**config.mk**
```make
export PLATFORM = sky130hd
export DESIGN_NAME = uart_rx_cfg
export DESIGN_NICKNAME = d
export VERILOG_FILES = /design/src/rtl/uart_pkg.sv /design/src/rtl/uart_rx_sampler.sv /design/src/rtl/uart_rx_cfg.sv
export SDC_FILE = /design/constraint.sdc
export NUM_CORES = 1
export LEC_CHECK = 0
export BUFFER_PORTS_ARGS = -buffer_cell sky130_fd_sc_hd__buf_4
export CAP_MARGIN = 10
export CORE_UTILIZATION = 25
export DETAILED_ROUTE_END_ITERATION = 12
export PLACE_DENSITY = 0.52
export SYNTH_ARGS = -nofsm -noshare
export SYNTH_HDL_FRONTEND = slang
export SYNTH_SLANG_ARGS = --single-unit
export TNS_END_PERCENT = 5
```
**constraint.sdc**
```tcl
create_clock -name clk -period 1.75 [get_ports clk]
set_clock_uncertainty 0.1 [all_clocks]
set_input_delay 0 -clock clk [delete_from_list [all_inputs] [get_ports clk]]
set_output_delay 0 -clock clk [all_outputs]
set_load 0.01 [all_outputs]
```
**src/rtl/uart_pkg.sv**
```systemverilog
// uart_pkg: types shared by the UART receiver and the future transmitter.
//   parity_e   : frame parity mode, fixed at elaboration.
//   rx_state_e : receiver FSM states.
//   maj3()     : 3-input majority vote used for bit decisions.
package uart_pkg;

  typedef enum logic [1:0] {
    PARITY_NONE,
    PARITY_ODD,
    PARITY_EVEN
  } parity_e;

  // RX_ prefix keeps the state names clear of the PARITY parameter.
  typedef enum logic [2:0] {
    RX_IDLE,
    RX_START,
    RX_DATA,
    RX_PARITY,
    RX_STOP
  } rx_state_e;

  function automatic logic maj3(input logic [2:0] s);
    return (s[0] & s[1]) | (s[0] & s[2]) | (s[1] & s[2]);
  endfunction

endpackage

```
**src/rtl/uart_rx_sampler.sv**
```systemverilog
// uart_rx_sampler: front end of the UART receiver.
//   clk, rst  : system clock, asynchronous active-high reset
//   i_rx      : raw serial line (asynchronous, idle high)
//   o_rx_sync : rx after the 2-flop synchroniser
//   o_maj     : majority of the last three synchronised samples
// All flops reset to 1 so a reset never looks like a start edge.
module uart_rx_sampler
  import uart_pkg::*;
(
  input  logic clk,
  input  logic rst,
  input  logic i_rx,
  output logic o_rx_sync,
  output logic o_maj
);

  logic [1:0] r_sync;
  logic [2:0] r_hist;

  always_ff @(posedge clk or posedge rst) begin
    if (rst) begin
      r_sync <= '1;
      r_hist <= '1;
    end else begin
      r_sync <= {r_sync[0], i_rx};
      r_hist <= {r_hist[1:0], r_sync[1]};
    end
  end

  assign o_rx_sync = r_sync[1];
  assign o_maj     = maj3(r_hist);

endmodule

```
**src/rtl/uart_rx_cfg.sv**
```systemverilog
// uart_rx_cfg: parametrised UART receiver with majority-voted bit decisions
// and a valid/ready output register.
//   clk, rst      : system clock, asynchronous active-high reset
//   i_rx          : serial line, idle high
//   o_data        : received word, LSB = first data bit on the line
//   o_valid       : o_data and flags valid, held until accepted
//   i_ready       : consumer accepts when o_valid && i_ready
//   o_parity_err  : parity mismatch for the held word
//   o_frame_err   : a stop bit of the held word was decided 0
//   o_overrun     : 1-cycle pulse, a completed frame was dropped
//   o_busy        : FSM not idle
module uart_rx_cfg
  import uart_pkg::*;
#(
  parameter int unsigned CLKS_PER_BIT = 5208,
  parameter int unsigned DATA_BITS    = 8,
  parameter parity_e     PARITY       = PARITY_NONE,
  parameter int unsigned STOP_BITS    = 1
) (
  input  logic                 clk,
  input  logic                 rst,
  input  logic                 i_rx,
  output logic [DATA_BITS-1:0] o_data,
  output logic                 o_valid,
  input  logic                 i_ready,
  output logic                 o_parity_err,
  output logic                 o_frame_err,
  output logic                 o_overrun,
  output logic                 o_busy
);

  localparam int unsigned TW = $clog2(CLKS_PER_BIT);
  localparam int unsigned H  = CLKS_PER_BIT / 2;
  localparam int unsigned IW = $clog2(DATA_BITS + 1);

  localparam logic [TW-1:0] T_DECIDE    = TW'(H + 1);
  localparam logic [TW-1:0] T_LAST      = TW'(CLKS_PER_BIT - 1);
  localparam logic [IW-1:0] I_DATA_LAST = IW'(DATA_BITS - 1);
  localparam logic [IW-1:0] I_STOP_LAST = IW'(STOP_BITS - 1);
  localparam bit            HAS_PARITY  = (PARITY != PARITY_NONE);
  localparam bit            PAR_ODD     = (PARITY == PARITY_ODD);

  logic w_rx_sync;
  logic w_maj;
  logic w_decide;
  logic w_frame_now;

  rx_state_e            r_state;
  logic [TW-1:0]        r_timer;
  logic [IW-1:0]        r_idx;
  logic [DATA_BITS-1:0] r_shreg;
  logic                 r_par_acc;
  logic                 r_pend_par;
  logic                 r_pend_frame;
  logic [DATA_BITS-1:0] r_data;
  logic                 r_valid;
  logic                 r_par_err;
  logic                 r_frame_err;
  logic                 r_overrun;

  uart_rx_sampler u_sampler (
    .clk       (clk),
    .rst       (rst),
    .i_rx      (i_rx),
    .o_rx_sync (w_rx_sync),
    .o_maj     (w_maj)
  );

  assign w_decide    = (r_timer == T_DECIDE);
  // Includes the stop bit being decided right now.
  assign w_frame_now = r_pend_frame | ~w_maj;

  always_ff @(posedge clk or posedge rst) begin
    if (rst) begin
      r_state      <= RX_IDLE;
      r_timer      <= '0;
      r_idx        <= '0;
      r_shreg      <= '0;
      r_par_acc    <= 1'b0;
      r_pend_par   <= 1'b0;
      r_pend_frame <= 1'b0;
      r_data       <= '0;
      r_valid      <= 1'b0;
      r_par_err    <= 1'b0;
      r_frame_err  <= 1'b0;
      r_overrun    <= 1'b0;
    end else begin
      r_overrun <= 1'b0;
      if (r_valid && i_ready) r_valid <= 1'b0;

      if (r_state != RX_IDLE) r_timer <= (r_timer == T_LAST) ? '0 : r_timer + 1'b1;

      case (r_state)
        RX_IDLE: begin
          r_timer <= '0;
          if (!w_rx_sync) begin
            r_state      <= RX_START;
            r_idx        <= '0;
            r_par_acc    <= 1'b0;
            r_pend_par   <= 1'b0;
            r_pend_frame <= 1'b0;
          end
        end

        RX_START: begin
          if (w_decide) begin
            if (w_maj) begin
              r_state <= RX_IDLE;
              r_timer <= '0;
            end else begin
              r_state <= RX_DATA;
            end
          end
        end

        RX_DATA: begin
          if (w_decide) begin
            r_shreg   <= {w_maj, r_shreg[DATA_BITS-1:1]};
            r_par_acc <= r_par_acc ^ w_maj;
            if (r_idx == I_DATA_LAST) begin
              r_idx   <= '0;
              r_state <= HAS_PARITY ? RX_PARITY : RX_STOP;
            end else begin
              r_idx <= r_idx + 1'b1;
            end
          end
        end

        RX_PARITY: begin
          if (w_decide) begin
            // Expected bit makes the total ones even (EVEN) or odd (ODD).
            if (w_maj != (r_par_acc ^ PAR_ODD)) r_pend_par <= 1'b1;
            r_state <= RX_STOP;
          end
        end

        RX_STOP: begin
          if (w_decide) begin
            if (r_idx == I_STOP_LAST) begin
              // Return to idle at the decision point, not the bit end,
              // so the next start edge is caught early.
              r_state <= RX_IDLE;
              r_timer <= '0;
              if (!r_valid || i_ready) begin
                r_data      <= r_shreg;
                r_par_err   <= HAS_PARITY && r_pend_par;
                r_frame_err <= w_frame_now;
                r_valid     <= 1'b1;
              end else begin
                r_overrun <= 1'b1;
              end
            end else begin
              r_pend_frame <= w_frame_now;
              r_idx        <= r_idx + 1'b1;
            end
          end
        end

        default: r_state <= RX_IDLE;
      endcase
    end
  end

  assign o_data       = r_data;
  assign o_valid      = r_valid;
  assign o_parity_err = r_par_err;
  assign o_frame_err  = r_frame_err;
  assign o_overrun    = r_overrun;
  assign o_busy       = (r_state != RX_IDLE);

endmodule

```
### After elaboration in Yosys (flattened, before gate mapping)

Index checks and enable logic that the tools add are counted.
Widths: inputs -> output; s select.

* input port bits: 4
* output and inout port bits: 13
* logic and storage cells: 83
* register bits: 45

* bitwise gates (word level): 7
* multiplexer cells: 35
* add/subtract/negate cells: 2
* reductions and logical operators: 13
* equal/unequal tests: 15

Operators with widths (number)
* $mux 13: 6
* $pmux 13 s3: 1
* $mux 3: 7
* $mux 4: 5
* $ne 2x2->1 const B: 8
* $pmux 3 s5: 1
* $add 13x1->13 const B: 1
* $eq 13x12->1 const B: 1
* $eq 13x13->1 const B: 1
* $mux 1: 12
* $pmux 4 s3: 1
* $reduce_and 4->1: 2
* $reduce_and 7->1: 1
* $eq 3x2->1 const B: 2
* $reduce_bool 3->1: 2
* $reduce_and 5->1: 1
* $add 4x1->4 const B: 1
* $eq 4x3->1 const B: 1
* $logic_not 4->1: 1
* $and 1x1->1: 3
* $eq 3x1->1 const B: 1
* $eq 3x3->1 const B: 1
* $logic_not 3->1: 1
* $or 1x1->1: 3
* other kinds (8): 8

### Longest topological paths before layout

Gate-level depths: netlist of run 1.

* word-level depth: 8
* depth in mapped cells: 8
* gate-level depth less buffers: 7

### By module

From an unflattened synthesis of run 1, not the netlist that was laid out.

* cell total of the unflattened synthesis: 196
* area, all modules: 2207.1 um2

By module, submodules not included
* uart_rx_cfg: cells an instance 189, area each 2060.7 um2, times used 1
* uart_rx_sampler: cells an instance 7, area each 146.4 um2, times used 1

### Worst setup path after synthesis of run 1

Ideal clock, no wire load.

* kind: flip-flop to flip-flop
* start point: reg r_timer[0]
* end point: reg r_idx[0]
* data required time: 1525 ps
* setup slack: -189 ps
* arrival: 1714 ps
* cell stages (with the launch flop): 8
* period minus slack after synthesis: 1939 ps
* path buffers: 1
* cell sequence: dfrtp_1 ha_1 and4b_1 and4b_1 and2_1 buf_6 o21ai_4 mux2_4

* cells in the longest elaborated chain, start to end: 3

RTL lines
* from (decl): RTL line uart_rx_cfg.sv:49 `logic [TW-1:0] r_timer;`
* from (signal assigned): RTL line uart_rx_cfg.sv:91 `if (r_state != RX_IDLE) r_timer <= (r_timer == T_LAST) ? '0 : r_timer + 1'b1;`
* $eq 13x12->1 *: RTL line uart_rx_cfg.sv:69 `assign w_decide = (r_timer == T_DECIDE);`
* $ne 2x2->1 (no line)
* $reduce_and 5->1 (no line) *
* to (signal assigned): RTL line uart_rx_cfg.sv:124 `r_idx <= r_idx + 1'b1;`
* to (signal assigned): RTL line uart_rx_cfg.sv:154 `r_idx <= r_idx + 1'b1;`
* to (decl): RTL line uart_rx_cfg.sv:50 `logic [IW-1:0] r_idx;`

Mark *: on every way between the ends. The rest lies on a longest branch, timed or not.
A chain may end at the register's enable or synchronous reset.

### Final worst setup path of run 1

* start point: reg r_timer[1]
* end point: reg r_data[2], in the netlist o_data[2]

* cells in the longest elaborated chain, start to end: 2

RTL lines
* $eq 13x12->1: RTL line uart_rx_cfg.sv:69
* $reduce_and 4->1 (no line)
* to (signal assigned): RTL line uart_rx_cfg.sv:145 `r_data <= r_shreg;`
* to (decl): RTL line uart_rx_cfg.sv:55 `logic [DATA_BITS-1:0] r_data;`

No other way between the ends.

==> results of run 1 <==
logic make-up (layout without fill, tap and decap cells):
family | Yosys count | in the layout | synth area share (%)
buffers and inverters | 14 | 75 | 3.84
adders and majority gates | 4 | 4 | 2.33
other | 1 | 1 | 0.174
xor gates and xnor gates | 12 | 12 | 4.89
and+or+nand+nor | 87 | 87 | 20.6
muxes | 9 | 9 | 4.89
AOI/OAI and AO/OA | 29 | 29 | 10.6
DFF | 45 | 45 | 52.6
how the worst max path moves through the flow:
| stage | slack, ns | end | startpoint |
|---|---|---|---|
| finish | -0.22 | o_data[2]$_DFFE_PP0P_ | r_timer[1]$_DFF_PP0_ |
| global route | -0.30 | o_data[4]$_DFFE_PP0P_ | r_timer[1]$_DFF_PP0_ |
| CTS | -0.23 | o_data[5]$_DFFE_PP0P_ | r_timer[1]$_DFF_PP0_ |
| detailed placement | -0.28 | o_data[5]$_DFFE_PP0P_ | r_timer[1]$_DFF_PP0_ |
| global placement | -0.22 | o_data[6]$_DFFE_PP0P_ | r_timer[1]$_DFF_PP0_ |
| floorplan | -0.17 | r_idx[0]$_DFFE_PP0P_ | r_timer[1]$_DFF_PP0_ |
where the power goes:
group          total (mW)  switching [mW]  internal [mW]
combinational      0.0469          0.0282         0.0187
clock               0.788           0.361          0.427
sequential           1.05         0.00399           1.05
total                1.89           0.393           1.50
per-stage QoR:
step	cell area [µm²]	hold slack [ns]	util, %	setup TNS, ns
2_1_floorplan	2150	-0.0955	-	-1.39
4_1_cts	2850	0.210	34.5	-3.31
6_report	2920	0.197	35.4	-2.71
3_3_place_gp	2670	-0.0162	32.3	-2.88
3_5_place_dp	2670	-0.0195	32.3	-4.48
5_1_grt	2920	0.235	35.4	-6.59
layout by cell type (no fill, tap or decap), types with 4 or more instances in the layout:
master,synthesis,final
buf_4,3,53
dfrtp_1,40,39
nand2_1,34,34
nor2_1,21,21
mux2_4,1,9
xnor2_1,6,6
xor2_1,6,6
o31ai_1,5,5
clkbuf_8,0,5
dfstp_2,5,5
a21oi_1,4,4
inv_1,5,4
o21ai_0,6,4
critical path: stages, from the launching register on:
cell and delay (ns):
dfrtp_1 0.38, inv_1 0.06, ha_2 0.15, and4b_1 0.19, and4b_2 0.28, and4_4 0.27, clkbuf_16 0.15, mux2_4 0.29
final cells by class:
type | instances | area (µm²) | share of cell area [%]
sequential | 45 | 1130 | 38.8
multi-input combinational | 142 | 997 | 34.1
timing repair buffer | 61 | 524 | 17.9
tap | 105 | 131 | 4.49
clock buffer | 5 | 68.8 | 2.35
clock inverter | 3 | 46.3 | 1.58
inverter | 6 | 22.5 | 0.770
metal layers:
metal,global-route usage [%],vias up,part of all wire (%)
met3,2.74,4,3.4
met4,1.89,0,0.72
met1,14.4,751,50
li1,-,809,-
met2,16.4,23,46
met5,0,-,0
state kept, by name, indices dropped and copies added (netlist names):
name,cells
o_overrun,1
u_sampler.r_sync,2
r_timer,13
o_valid,1
o_frame_err,1
r_idx,4
r_state,3
r_shreg,8
u_sampler.r_hist,3
o_data,8
r_pend_frame,1
cells in the mapped netlist (2+ instances only):
master	n
buf_6	2
nor3b_1	4
nand2_1	34
nand4_1	3
dfrtp_1	40
nor2_1	21
buf_4	3
buf_2	3
xnor2_1	6
nor2b_1	2
mux2_2	8
xor2_1	6
o21ai_0	6
a32o_1	2
a21oi_1	4
a21o_1	3
nand4b_1	2
nor3b_2	2
dfstp_2	5
nor3_1	3
o31ai_1	5
and4b_1	2
ha_1	4
nand3_1	3
and3_1	2
inv_1	5
timing repair:
action | 4_1_cts | 5_1_grt
hold buffers | 3 | 0
resized for setup | 7 | 11
hold endpoints to repair | 26 | 0
buffers inserted | 1 | 2
setup endpoints to repair | 38 | 39
gates cloned | 0 | 1
pin swaps | 3 | 6
==> flow_summary.ini, run 1 <==
[run_status]
status = complete, but fails checks
violations = negative setup slack

[yosys]
yosysWarningCount = 0
netlist_area_um2 = 2150
avgSynthCellArea_um2 = 10.7
synth-async-reset-ratio_pct = 100
synth-edff-count = 0
yosysUniqueCellTypes = 47
ys_seq_elements = 45
yosys.area.top_type = dfrtp_1
synth_nets = 209
netlist_top_cells_area = dfrtp_1 (47%), dfstp_2 (6.1%), nand2_1 (5.9%)
synth_top_area_share_pct = 46.5
synth_ff_type = dfrtp_1
seq_area_frac_synth_pct = 52.6
synth_cells = 201

[power_and_ir_drop]
p_leak_nw = 1.39
total_power_mw = 1.89
ir_drop_v = 0.000367
power_density_nw_per_um2 = 646

[routing]
routedWlPerCell_um = 11.7
first_pass_iters = 4
detail-route-antenna-nets = 0
drt-total-wl_mm = 4.30
num_vias = 1587
drc = 0
drt-initial-drc-count = 41
viasPerCell = 4.32

[die]
num_rows = 33
ios = 17
start_util_pct = 26.0
core_um2 = 8260
die_area_um2 = 8980
die-height_um = 94.8
die_w_um = 94.8

[layout]
final_cell_count_no_fill = 367
diodes = 0
fillers = 849
finalNetCount = 269
drive_gt1_share_pct = 37.0
areaGrowthSynthToFinish_pct = 36.0

[run]
drv_cap = 0

[setup_path]
r2r-start = r_timer[1]$_DFF_PP0_
crit_path_end_kind = flop
path_max_fanout = 5
timing.rr.end = o_data[2]$_DFFE_PP0P_
worst_ep_required_time_ns = 1.84
r2r_slack_ns = -0.22
critPathArrivalTime_ns = 2.05
path_class = reg2reg
r2r_cells = 7
cp-start-kind = flop

[placement]
pre_cts_slack_ns = -0.282
placed_cells = 352
dp_hpwl_mm = 3.07
place.port_buffers = 15
gp_congestion = 0.823

[min_path]
hold_class = in2async

[cts]
cts_tree = built
clock_latency_ns = 0.29
cts.sinks = 45
cts_inserted_buffers = 5
clockBufferDepth = 2
cts_root_buf = clkbuf_8
clkTransAtPathRegs_ns = 0.09
htree_levels = 2

[sta]
setup_ws_ns = -0.217
slew_violations = 0
fin_crit_sh_pct = 112
timing.slew.headroom_pct = 64.7
fin_crit_ns = 1.97
hold_viol = 0
fmax_mhz = 508
rsz0062_at_grt = true
setup_viol = 29
worst_pin_slew_ns = 0.528

[global_route]
grt_pass1_wl_mm = 7.35
grt_usage_pct = 10.4
antenna_found_initial = 0
first_global_vias = 1574
grt.overflow.total = 0
grt_start_max_net_pins = 25
Note: power is estimated with default switching activity, not from simulation.
==> run 2: changes to the inputs <==
- BUFFER_PORTS_ARGS: -buffer_cell sky130_fd_sc_hd__buf_4 -> -buffer_cell sky130_fd_sc_hd__buf_2
- MAX_ROUTING_LAYER: unset -> met4
==> run 2 against run 1 <==
The run still ends with negative setup slack left; clock-buffer cell count stayed put; maximum frequency is 0.46% higher; non-clock buffer count is 1 lower; setup slack better by 0.0089 ns; clock power is 12% lower; critical path type unchanged; critical endpoint is now r_idx[0]$_DFFE_PP0P_; largest cell class unchanged.
==> flow_summary.ini, run 2 (synthesized netlist as in run 1, its figures left out) <==
[run_status]
status = complete, but fails checks
violations = negative setup slack

[setup_path]
path_buf_inv = 2
worst_ep_required_time_ns = 1.84
path_class = reg2reg
crit_path_end_kind = flop
slowest_delay_ns = 0.35
crit_slowest_cell = dfrtp_1
critPathArrivalTime_ns = 2.05
path_max_fanout = 4
cp-start-kind = flop
crit_chain = inv_1 -> ha_2 -> and4b_1 -> and4b_2 -> buf_4 -> and2_4 -> o21ai_4 -> mux2_4
crit_family = simple AND/OR/NAND/NOR gates

[layout]
final_common_cell = dfrtp_1
multi_input_area_um2 = 1010
area.sequential_um2 = 1130
drive_gt1_share_pct = 38.3
largest_reg_flops = 13
finalNetCount = 268
post-route-util_pct = 35.1
fillers = 845
areaGrowthSynthToFinish_pct = 34.7
final_cell_count_no_fill = 366
diodes = 0
largest_register = r_timer
final_cell_mix = dfrtp_1 (40), buf_4 (35), nand2_1 (34)
final_cell_area_um2 = 2900

[routing]
routedWlPerCell_um = 12.2
drt-total-wl_mm = 4.46
num_vias = 1635
drc = 0
detail-route-antenna-nets = 0
first_pass_iters = 4
viasPerCell = 4.47
drt-initial-drc-count = 37

[die]
start_util_pct = 26.0
die_area_um2 = 8980
num_rows = 33
core_um2 = 8260
die_w_um = 94.8
die-height_um = 94.8
ios = 17

[global_route]
first_global_vias = 1673
grt.overflow.total = 0
grt_pass1_wl_mm = 7.79
grt_start_max_net_pins = 25
grt_usage_pct = 11.5
antenna_found_initial = 0

[placement]
placed_cell_area_um2 = 2620
pre_cts_slack_ns = -0.284
dp_hpwl_mm = 2.98
place.port_buffers = 15
gp_congestion = 0.792
placed_cells = 351

[cts]
cts_root_buf = clkbuf_8
clock_latency_ns = 0.31
cts_tree = built
clkTransAtPathRegs_ns = 0.10
cts.sinks = 45
clockBufferDepth = 2
htree_levels = 2
cts_inserted_buffers = 5

[power_and_ir_drop]
power_density_nw_per_um2 = 618
ir_drop_v = 0.000336
p_leak_nw = 1.37
total_power_mw = 1.79

[sta]
fin_crit_sh_pct = 112
worst_pin_slew_ns = 0.519
timing.slew.headroom_pct = 65.3
fmax_mhz = 511
setup_viol = 32
fin_crit_ns = 1.96
rsz0062_at_grt = true
slew_violations = 0
setup_ws_ns = -0.208
hold_viol = 0

[run]
drv_cap = 0

[min_path]
hold_class = in2async
==> run 2: changes by cell type in the layout (fill, tap and decap cells not counted), moves of 2 or more <==
cell	change
a21oi_1	-2
a21oi_2	+2
buf_2	+15
buf_4	-18
inv_6	+2
==> run 2: worst min-delay path: cells and delay by family <==
kind	cells	cell delay, ns
buffers and inverters	3	1.03
==> run 2: power breakdown <==
part	leakage (nW)	internal, mW	switching, mW	total (mW)
clock network	0.0452	0.292	0.399	0.690
registers	0.597	1.05	0.00389	1.05
logic	0.730	0.0168	0.0295	0.0463
==> run 2: final timing paths <==
kind                                               startpoint                            end  slack (ns)  cells past startpoint
worst max register to register           r_timer[1]$_DFF_PP0_           r_idx[0]$_DFFE_PP0P_       -0.21                      8
worst min-delay path                                      rst           r_timer[5]$_DFF_PP0_        0.16                      3
max in group asynchronous                                 rst         r_shreg[0]$_DFFE_PP0P_        0.88                      4
worst min register to register  u_sampler.r_sync[0]$_DFF_PP1_  u_sampler.r_sync[1]$_DFF_PP1_        0.26                      0
worst max-delay path                     r_timer[1]$_DFF_PP0_           r_idx[0]$_DFFE_PP0P_       -0.21                      8
min in group clk                                         i_rx  u_sampler.r_sync[0]$_DFF_PP1_        0.25                      2
==> run 2: cell type report <==
class                           instances  area share [%]
Sequential cell                        45            39.1
Multi-Input combinational cell        142            35.0
Timing Repair Buffer                   60            17.4
Inverter                                6           0.777
Clock inverter                          3           0.864
Tap cell                              105            4.53
Clock buffer                            5            2.37
==> run 2: metal layers <==
layer / up-vias / track usage, % / part of all wire [%]
li1: 808 / - / -
met1: 799 / 14.4 / 50
met2: 21 / 18.0 / 46
met3: 7 / 2.90 / 3.1
met4: 0 / 3.66 / 0.92
met5: - / - / 0
==> run 2: per-stage QoR <==
step	setup TNS, ns	hold WS (ns)
2_1_floorplan	-1.39	-0.0955
3_3_place_gp	-3.21	-0.0353
3_5_place_dp	-3.94	-0.0328
4_1_cts	-4.16	0.174
5_1_grt	-7.40	0.198
6_report	-4.27	0.159
==> run 2: repair_timing <==
item	in CTS	in global routing
hold buffers	3	0
setup buffers	2	0
pin swaps	6	2
resized for setup	18	5
hold endpoints to repair	24	0
gates cloned	1	1
setup endpoints to repair	38	39
